[config.mk]
export PLATFORM = sky130hd
export DESIGN_NAME = pc_fetch_unit_flat
export DESIGN_NICKNAME = d
export VERILOG_FILES = /design/src/rtl/pc_fetch_unit_if.sv /design/src/rtl/pc_fetch_unit.sv /design/src/flat_wrapper.sv
export SDC_FILE = /design/constraint.sdc
export NUM_CORES = 1
export LEC_CHECK = 0
export CORE_MARGIN = 1
export CORE_UTILIZATION = 48
export CTS_CLUSTER_DIAMETER = 30
export DETAILED_ROUTE_END_ITERATION = 8
export PLACE_DENSITY_LB_ADDON = 0.08
export RECOVER_POWER = 50
export SLEW_MARGIN = 20
export SYNTH_ARGS = -nofsm -noshare
export SYNTH_HDL_FRONTEND = slang
export SYNTH_SLANG_ARGS = --single-unit
[constraint.sdc]
create_clock -name clk -period 2.28 [get_ports clk]
set_input_delay 0.684 -clock clk [delete_from_list [all_inputs] [get_ports clk]]
set_output_delay 0.684 -clock clk [all_outputs]
set_load 0.01 [all_outputs]
[src/rtl/pc_fetch_unit_if.sv]
// Bus between the program-counter sequencer and its environment (ALU, decoder, launch control).
// The sequencer takes the slave side; whatever drives launch and ALU results takes the master side.
interface pc_fetch_unit_if #(
  parameter int CNT_WIDTH = 16
);
  logic                 start_i;
  logic [1:0]           prog_sel_i;
  logic                 stall_i;
  logic                 branch_taken_i;
  logic [7:0]           target_i;
  logic                 halt_i;
  logic                 overflow_i;
  logic [7:0]           pc_o;
  logic [7:0]           startAddr_o;
  logic                 fetch_en_o;
  logic                 busy_o;
  logic                 done_o;
  logic                 ovf_sticky_o;
  logic [CNT_WIDTH-1:0] instr_count_o;

  modport master (
    output start_i, prog_sel_i, stall_i, branch_taken_i, target_i, halt_i, overflow_i,
    input  pc_o, startAddr_o, fetch_en_o, busy_o, done_o, ovf_sticky_o, instr_count_o
  );

  modport slave (
    input  start_i, prog_sel_i, stall_i, branch_taken_i, target_i, halt_i, overflow_i,
    output pc_o, startAddr_o, fetch_en_o, busy_o, done_o, ovf_sticky_o, instr_count_o
  );
endinterface

[src/rtl/pc_fetch_unit.sv]
// Program counter sequencer: launches one of three programs, steps/branches the PC on
// each retired instruction, and tracks halt, sticky overflow and a retired-instruction count.
module pc_fetch_unit #(
  parameter logic [7:0] PROG0_START = 8'h00,
  parameter logic [7:0] PROG1_START = 8'h5E,
  parameter logic [7:0] PROG2_START = 8'hAB,
  parameter int         CNT_WIDTH   = 16
) (
  input logic            clk,
  input logic            reset,
  pc_fetch_unit_if.slave bus
);

  typedef enum logic [1:0] {IDLE, RUN, DONE} state_e;

  state_e               state_q, state_d;
  logic [7:0]           pc_q, pc_d;
  logic [7:0]           start_q, start_d;
  logic [CNT_WIDTH-1:0] cnt_q, cnt_d;
  logic                 ovf_q, ovf_d;
  logic                 launch_ok;
  logic [7:0]           launch_addr;

  function automatic logic [CNT_WIDTH-1:0] sat_inc(input logic [CNT_WIDTH-1:0] v);
    return (&v) ? v : v + {{(CNT_WIDTH-1){1'b0}}, 1'b1};
  endfunction

  always_comb begin
    launch_ok   = 1'b1;
    launch_addr = PROG0_START;
    case (bus.prog_sel_i)
      2'd0:    launch_addr = PROG0_START;
      2'd1:    launch_addr = PROG1_START;
      2'd2:    launch_addr = PROG2_START;
      default: launch_ok   = 1'b0;
    endcase
  end

  always_comb begin
    state_d = state_q;
    pc_d    = pc_q;
    start_d = start_q;
    cnt_d   = cnt_q;
    ovf_d   = ovf_q;
    case (state_q)
      IDLE, DONE: begin
        if (bus.start_i && launch_ok) begin
          state_d = RUN;
          pc_d    = launch_addr;
          start_d = launch_addr;
          cnt_d   = '0;
          ovf_d   = 1'b0;
        end
      end
      RUN: begin
        if (!bus.stall_i) begin
          cnt_d = sat_inc(cnt_q);
          ovf_d = ovf_q | bus.overflow_i;
          // Halt outranks a branch so the PC parks on the terminating instruction.
          if (bus.halt_i)              state_d = DONE;
          else if (bus.branch_taken_i) pc_d    = bus.target_i;
          else                         pc_d    = pc_q + 8'd1;
        end
      end
      default: state_d = IDLE;
    endcase
  end

  always_ff @(posedge clk or posedge reset) begin
    if (reset) begin
      state_q <= IDLE;
      pc_q    <= '0;
      start_q <= '0;
      cnt_q   <= '0;
      ovf_q   <= 1'b0;
    end else begin
      state_q <= state_d;
      pc_q    <= pc_d;
      start_q <= start_d;
      cnt_q   <= cnt_d;
      ovf_q   <= ovf_d;
    end
  end

  assign bus.pc_o          = pc_q;
  assign bus.startAddr_o   = start_q;
  assign bus.instr_count_o = cnt_q;
  assign bus.ovf_sticky_o  = ovf_q;
  assign bus.busy_o        = (state_q == RUN);
  assign bus.done_o        = (state_q == DONE);
  assign bus.fetch_en_o    = (state_q == RUN) && !bus.stall_i;

endmodule

[src/flat_wrapper.sv]
// flat-port wrapper written by rule: the top's interface ports become plain ports
module pc_fetch_unit_flat 
#(
  parameter logic [7:0] PROG0_START = 8'h00,
  parameter logic [7:0] PROG1_START = 8'h5E,
  parameter logic [7:0] PROG2_START = 8'hAB,
  parameter int         CNT_WIDTH   = 16
)
  (clk, reset, bus_start_i, bus_prog_sel_i, bus_stall_i, bus_branch_taken_i, bus_target_i, bus_halt_i, bus_overflow_i, bus_pc_o, bus_startAddr_o, bus_fetch_en_o, bus_busy_o, bus_done_o, bus_ovf_sticky_o, bus_instr_count_o);
  pc_fetch_unit_if #(.CNT_WIDTH(CNT_WIDTH)) bus_i ();
  input logic clk;
  input logic reset;
  input wire logic [$bits(bus_i.start_i)-1:0] bus_start_i;
  input wire logic [$bits(bus_i.prog_sel_i)-1:0] bus_prog_sel_i;
  input wire logic [$bits(bus_i.stall_i)-1:0] bus_stall_i;
  input wire logic [$bits(bus_i.branch_taken_i)-1:0] bus_branch_taken_i;
  input wire logic [$bits(bus_i.target_i)-1:0] bus_target_i;
  input wire logic [$bits(bus_i.halt_i)-1:0] bus_halt_i;
  input wire logic [$bits(bus_i.overflow_i)-1:0] bus_overflow_i;
  output wire logic [$bits(bus_i.pc_o)-1:0] bus_pc_o;
  output wire logic [$bits(bus_i.startAddr_o)-1:0] bus_startAddr_o;
  output wire logic [$bits(bus_i.fetch_en_o)-1:0] bus_fetch_en_o;
  output wire logic [$bits(bus_i.busy_o)-1:0] bus_busy_o;
  output wire logic [$bits(bus_i.done_o)-1:0] bus_done_o;
  output wire logic [$bits(bus_i.ovf_sticky_o)-1:0] bus_ovf_sticky_o;
  output wire logic [$bits(bus_i.instr_count_o)-1:0] bus_instr_count_o;
  assign bus_i.start_i = bus_start_i;
  assign bus_i.prog_sel_i = bus_prog_sel_i;
  assign bus_i.stall_i = bus_stall_i;
  assign bus_i.branch_taken_i = bus_branch_taken_i;
  assign bus_i.target_i = bus_target_i;
  assign bus_i.halt_i = bus_halt_i;
  assign bus_i.overflow_i = bus_overflow_i;
  assign bus_pc_o = bus_i.pc_o;
  assign bus_startAddr_o = bus_i.startAddr_o;
  assign bus_fetch_en_o = bus_i.fetch_en_o;
  assign bus_busy_o = bus_i.busy_o;
  assign bus_done_o = bus_i.done_o;
  assign bus_ovf_sticky_o = bus_i.ovf_sticky_o;
  assign bus_instr_count_o = bus_i.instr_count_o;
  pc_fetch_unit #(.PROG0_START(PROG0_START), .PROG1_START(PROG1_START), .PROG2_START(PROG2_START), .CNT_WIDTH(CNT_WIDTH)) u_core (.clk(clk), .reset(reset), .bus(bus_i));
endmodule
## Yosys cells after proc, flatten, opt, wreduce, memory -nomap -nowiden

Cells that the tools add are included.

- Add/sub/neg operators: 2
- Multipliers: 0
- Divide/modulo/power cells: 0
- Magnitude comparators: 0
- Eq/ne operators: 9
- Shifts and indexed selects: 0
- Mux-type cells: 18
- Bitwise gates (word level): 1
- Reductions and logical operators: 14

Operators by type and width:

| cell | number |
|---|---|
| 16-bit 2-to-1 mux | 3 |
| 8-bit 2-to-1 mux | 4 |
| 16-bit case mux with 2 select lines | 1 |
| 8-bit case mux with 2 select lines | 2 |
| 16-bit by 1-bit adder with 16-bit output (second input constant) | 1 |
| 16-bit AND reduction | 1 |
| 8-bit by 1-bit adder with 8-bit output (second input constant) | 1 |
| 2-bit inequality test (second input constant) | 4 |
| 4-bit AND reduction | 2 |
| 2-bit 2-to-1 mux | 3 |
| 3-bit AND reduction | 2 |
| 2-bit by 1-bit equality test with 1-bit output (second input constant) | 2 |
| 2-bit equality test (second input constant) | 2 |
| 2-bit logical NOT | 2 |
| 2-bit case mux with 2 select lines | 1 |
| 1-bit 2-to-1 mux | 3 |
| 3-bit OR reduction | 1 |
| 1-bit logical AND | 2 |
| 2-bit by 1-bit inequality test with 1-bit output (second input constant) | 1 |
| 1-bit case mux with 2 select lines | 1 |
| 2-bit AND reduction | 1 |
| 2-bit nonzero test | 1 |
| 2-bit OR reduction | 1 |
| 1-bit logical NOT | 1 |
| 1-bit bitwise OR | 1 |

- Flip-flop bits (word level): 35
- Bits in latches: 0
- RAM bits: 0
- ROM bits: 0
- Input port bits: 17
- Output and inout bits: 36
- Logic and storage cells: 49
- Memories: 0

## Longest topological paths before layout

Gate-level depths: netlist of run 1.

- Depth after elaboration: 6
- Mapped depth: 6
- Mapped depth without buffers: 5

## Worst setup path after synthesis of run 1

OpenSTA, ideal clock, no wires.

- Path kind: input -> output
- From: input port bus_stall_i
- To: output port bus_fetch_en_o
- Data arrival time: 1.302 ns
- Required time: 1.596 ns
- Setup slack: 0.294 ns
- Stages: 3
- Path buffers: 1
- Cell sequence: or3b_1 > buf_2 > inv_4

- Longest elaborated chain between the ends: 2

Ends and longest elaborated chain:

| what | RTL line | text |
|---|---|---|
| start, declared | flat_wrapper.sv:15 | `input wire logic [$bits(bus_i.stall_i)-1:0] bus_stall_i;` |
| 1-bit logical NOT | n/a |  |
| 1-bit logical AND | pc_fetch_unit.sv:91 | `assign bus.fetch_en_o = (state_q == RUN) && !bus.stall_i;` |
| end, declared | flat_wrapper.sv:22 | `output wire logic [$bits(bus_i.fetch_en_o)-1:0] bus_fetch_en_o;` |

No other way between the ends.

## Worst setup path in the final report of run 1

Ends and elaborated chain as after synthesis.

==> impl_metrics.ini, run 1 <==
[final_layout]
fillers = 298
drive_above_1_share_pct = 16.2
stdcell_count = 332
final_nets = 305
multi_input_area_sq_um = 1070
utilization_pct = 72.4
antenna_cells = 0
regArea_sq_um = 751
syn_to_final_growth_pct = 39.9

[synthesis]
synth_seq_cells = 30
synth_area_per_cell_sq_um = 9.12
ys_types = 56
async_flop_share_pct = 100
yosys.area.top_type = dfrtp_1
synthMostInstantiatedCell = dfrtp_1
syn_area_sq_um = 1950
synth_warnings = 0
synth_nets = 236
yosys-top-cells-count = dfrtp_1 (30), inv_1 (17), nand2_1 (16)
yosys_most_used_dff = dfrtp_1
yosysTopAreaCellShare_pct = 38.5
ys_seq_area_share_pct = 38.5
synth_edf_count = 0
ys_top_cells_by_area = dfrtp_1 (38%), nand3_1 (3.3%), inv_1 (3.3%), ha_1 (3.2%), nand2_1 (3.1%)
syn_inst = 214

[routing]
wirelength_mm = 5.27
via_per_inst = 5.82
dr_total_vias = 1933
wl_per_cell_um = 15.9
drc_errors = 0
ant_nets = 0
first_pass_iters = 4
dr.first_iter.drc_count = 130

[sta]
maxSlewViolCount = 0
maxSlewHeadroom_pct = 47.9
hold_viol = 0
finClkSkew_ns = 0.00722
setup_ws_ns = 0.0664
timing.hold.ws_ns = 0.503
min_period_over_period_pct = 97.1
period_needed_ns = 2.21
finalSetupViolCount = 0
fmax_ghz = 0.452
worst_pin_slew_ns = 0.781

[critical_path]
crit_type = input port to primary output
worstPathArrival_ns = 1.53
worst_ep_required_time_ns = 1.60
r2r_cells = 5
regToRegSetupSlack_ns = 0.30
endpoint_kind = primary output
critPathMaxFanout = 2
critPathLaunchType = input port
crit_slowest_cell = or3b_4
max_stage_delay_ns = 0.42
crit_chain = dlygate4sd2_1 -> or3b_4 -> inv_4 -> buf_2

[die]
io_pins = 53
die_y_um = 65.7
row_count = 22
core_area_sq_um = 3770
die_w_um = 65.7
dieArea_sq_um = 4320
initial_utilization_pct = 51.7

[placed_design]
dp_hpwl_mm = 3.67
place_congestion = 0.840
dp_cells = 323
dp_slack_ns = -0.544
io_buffers = 52

[clocking]
numCtsBuffers = 5
postCtsHoldBufs = 0
cts_sinks = 30
clk_latency_ns = 0.28
clockBufferDepth = 2
cts.clk_slew.worst_paths_ns = 0.07
htree_levels = 2
cts_tree = built
clock-root-buffer = clkbuf_8

[grt]
antenna_found_initial = 0
grt_max_degree = 31
grt_busiest_layer = met2
grt_usage_pct = 25.9
met3_usage_pct = 4.34
use_met1_pct = 35.9
first_global_vias = 1749
overflow = 0
grt_use_met2_pct = 41.8
grt_pass1_wl_mm = 8.38

[power_and_ir_drop]
finalPower_mw = 3.04
power.density_nw_per_um2 = 1120
vdd_drop_max_uv = 971
cellLeakagePower_nw = 1.15

[min_path]
hold_path.class = flop to flop
whs_path_depth = 2

[flow_run]
cap_violations = 0

[outcome]
outcome = finished, final reports clean
## stage by stage
step	TNS (ns)	instance area (sq um)
floorplan	0	1950
global placement	-3.39	2620
detailed placement	-4.49	2620
CTS	0	2720
global route	-0.00993	2730
finish	0	2730
## worst paths after layout
check                                       startpoint                           end
max reg2reg                u_core.bus.instr_count_o[0]   u_core.bus.instr_count_o[3]
min in group asynchronous                        reset            u_core.bus.pc_o[3]
min                            u_core.bus.ovf_sticky_o       u_core.bus.ovf_sticky_o
max                                        bus_stall_i                bus_fetch_en_o
max in group asynchronous                        reset  u_core.bus.instr_count_o[15]
min reg2reg                    u_core.bus.ovf_sticky_o       u_core.bus.ovf_sticky_o
## cells by family after synthesis
family	Yosys count	share of synthesized area, %
muxes	6	3.14
AOI/OAI and AO/OA	59	22.6
DFF	30	38.5
buffers and inverters	31	7.18
and+or+nand+nor	80	24.1
xor gates and xnor gates	3	1.35
adders and majority gates	5	3.21
## flip-flops by register name, indices dropped and copies added (netlist names)
register / cells
u_core.bus.instr_count_o: 16
u_core.bus.pc_o: 8
u_core.bus.startAddr_o: 3
u_core.state_q: 2
u_core.bus.ovf_sticky_o: 1
## power by group
part           switching [mW]  internal [mW]
clock network           0.206          0.243
registers               0.306          0.727
logic                   0.727          0.835
## worst max-delay path: cells and delay by family
kind	cells	cell delay [ns]
buffers and inverters	3	0.43
and+or+nand+nor	1	0.42
## cell usage in the layout, fill, tap and decap left out, types with 3 or more instances in the layout
master / n
o21a_1: 3
nor2_1: 13
ha_1: 5
nor3_1: 3
nand2b_1: 3
buf_4: 21
nand2_1: 16
nand4_1: 7
o211ai_1: 4
clkdlybuf4s50_1: 48
nor4_1: 3
o21ai_1: 5
clkbuf_8: 6
a31oi_1: 3
inv_1: 17
nand3_1: 13
mux2i_1: 5
xnor2_1: 3
o21ai_0: 9
o311ai_1: 4
and3_1: 4
a21oi_1: 8
dfrtp_1: 30
## final cells by class
cell class	instances	area share (%)
clock buffer	7	3.16
clock inverter	1	0.183
inverter	19	2.71
multi-input combinational	153	39.3
sequential	30	27.5
tap	48	2.20
timing repair buffer	74	24.9
## metal layers
layer  vias up  wire length [um]  share of wire, %
li1        934                 -                 -
met5         -                 0                 0
met4         0                46              0.87
met1       923              2460                47
met2        69              2450                46
met3         7               316               6.0
## repair_timing
action	CTS	global route
buffers inserted	0	1
gates resized for setup	7	2
pin swaps	1	1
setup endpoints to repair	2	2
Power figures use the tool's default switching activity.
==> run 2, diff against run 1 <==
CORE_MARGIN = 1.5   (was 1)
CORE_UTILIZATION = 49   (was 48)
DONT_BUFFER_PORTS = 1   (was unset)
GPL_ROUTABILITY_DRIVEN = 0   (was unset)
==> run 2 against run 1 <==
  * The flow now finishes with violations (capacitance limit, slew limit)
  * Worst hold slack improved by 0.038 ns
  * Non-clock buffer count fell by 66
  * Critical path depth fell by 2
  * Routed wire length fell by 11%
  * Utilization fell by 16 points
  * Global-route usage fell by 1.7 points
  * Worst setup slack improved by 0.15 ns
  * Design area fell by 23%
  * Largest power group is now registers
==> impl_metrics.ini, run 2 (synthesis gave the netlist of run 1 again) <==
[outcome]
outcome = finished, violations left
violations = capacitance limit, slew limit

[grt]
grt_pass1_wl_mm = 8.03
first_global_vias = 1595
antenna_found_initial = 0
grt_max_degree = 31
overflow = 0
grt_usage_pct = 24.2

[critical_path]
critPathLaunchType = flop
crit_chain = or3b_1 -> inv_4
crit_slowest_cell = or3b_1
endpoint_kind = primary output
worstPathArrival_ns = 1.38
max_stage_delay_ns = 0.48
critPathMaxFanout = 7
worst_ep_required_time_ns = 1.60
crit_type = flop to primary output

[die]
core_area_sq_um = 3740
die_w_um = 66.1
dieArea_sq_um = 4370
initial_utilization_pct = 52.1
io_pins = 53
die_y_um = 66.1
row_count = 22

[clocking]
cts_setup_buffers = 0
clock-root-buffer = clkbuf_8
cts.clk_slew.worst_paths_ns = 0.07
cts_tree = built
postCtsHoldBufs = 0
htree_levels = 2
clockBufferDepth = 2
cts_sinks = 30
clk_latency_ns = 0.28
numCtsBuffers = 5
cts_resized = 0

[routing]
wirelength_mm = 4.70
dr_total_vias = 1675
via_per_inst = 6.30
first_pass_iters = 4
drc_errors = 0
dr.first_iter.drc_count = 145
ant_nets = 0
wl_per_cell_um = 17.7

[power_and_ir_drop]
swShare_pct = 44.9
cellLeakagePower_nw = 0.874
pwr-share-comb_pct = 33.7
internal_power_mw = 1.39
seq_power_share_pct = 45.2
power.density_nw_per_um2 = 1200
clkPwrFrac_pct = 21.1
vdd_drop_max_uv = 582
switchingPower_mw = 1.13

[sta]
min_period_over_period_pct = 90.7
period_needed_ns = 2.07
maxSlewHeadroom_pct = -11.1
finalSetupViolCount = 0
fin_tns_setup_ns = 0
maxSlewViolCount = 31
fmax_ghz = 0.484
hold_viol = 0
rsz0062_at_grt = false
finClkSkew_ns = 0.00652
worst_pin_slew_ns = 1.67

[final_layout]
final_nets = 239
syn_to_final_growth_pct = 8.15
regArea_sq_um = 751
fillers = 367
layout_commonest_cell = dfrtp_1
largest_reg_flops = 16
layout_common_cells = dfrtp_1 (30), inv_1 (17), nand2_1 (16)
multi_input_area_sq_um = 1060
drive_above_1_share_pct = 13.3
final_area_sq_um = 2110
antenna_cells = 0

[placed_design]
place_area_sq_um = 2000
dp_hpwl_mm = 3.46
io_buffers = 0

[flow_run]
cap_violations = 1

[min_path]
hold_path.class = input port to flop
-- run 2: final timing paths --
kind	endpoint	cells past startpoint	slack, ns	start
max	bus_fetch_en_o	2	0.21	u_core.state_q[0]
min	u_core.state_q[1]	1	0.54	bus_halt_i
max reg2reg	u_core.bus.instr_count_o[5]	5	0.27	u_core.bus.instr_count_o[1]
min reg2reg	u_core.bus.pc_o[7]	1	0.60	u_core.bus.pc_o[7]
max in group asynchronous	u_core.bus.instr_count_o[11]	2	0.44	reset
min in group asynchronous	u_core.bus.instr_count_o[2]	2	0.88	reset
-- run 2: stage by stage --
| stage | setup WS, ns | hold WS (ns) | power (mW) | util (%) | std cells |
|---|---|---|---|---|---|
| floorplan | 0.294 | 0.526 | 1.79 | - | 214 |
| global placement | 0.260 | 0.576 | 1.98 | 53.5 | 258 |
| detailed placement | 0.215 | 0.578 | 2.01 | 53.5 | 258 |
| CTS | 0.193 | 0.375 | 2.54 | 56.5 | 266 |
| global route | 0.141 | 0.537 | 2.73 | 56.4 | 266 |
| finish | 0.213 | 0.541 | 2.52 | 56.4 | 266 |
-- run 2: cell type report --
cell class / count / share of cell area [%]
Timing Repair Buffer: 8 / 2.67
Tap cell: 48 / 2.85
Multi-Input combinational cell: 153 / 50.2
Clock inverter: 3 / 1.90
Inverter: 19 / 3.50
Clock buffer: 5 / 3.26
Sequential cell: 30 / 35.6
-- run 2: routing by layer --
| layer | global-route usage [%] | vias up | part of all wire, % |
|---|---|---|---|
| met3 | 7.84 | 5 | 7.6 |
| met5 | 0 | - | 0 |
| met4 | 6.12 | 0 | 0.94 |
| met2 | 35.0 | 61 | 44 |
| met1 | 34.8 | 814 | 48 |
| li1 | - | 795 | - |
-- run 2: worst max-delay path, delay by kind of cell (launching register included) --
| family | cells | cell delay [ns] |
|---|---|---|
| buf+inv | 1 | 0.18 |
| flops | 1 | 0.45 |
| simple gates | 1 | 0.48 |
-- run 2: power by group through the flow --
stage	Combinational (mW)	Clock, mW	Sequential [mW]
2_1_floorplan	0.743	0	1.05
3_3_place_gp	0.830	0	1.15
3_5_place_dp	0.850	0	1.16
4_1_cts	0.853	0.545	1.15
5_1_grt	0.968	0.571	1.19
6_report	0.850	0.533	1.14
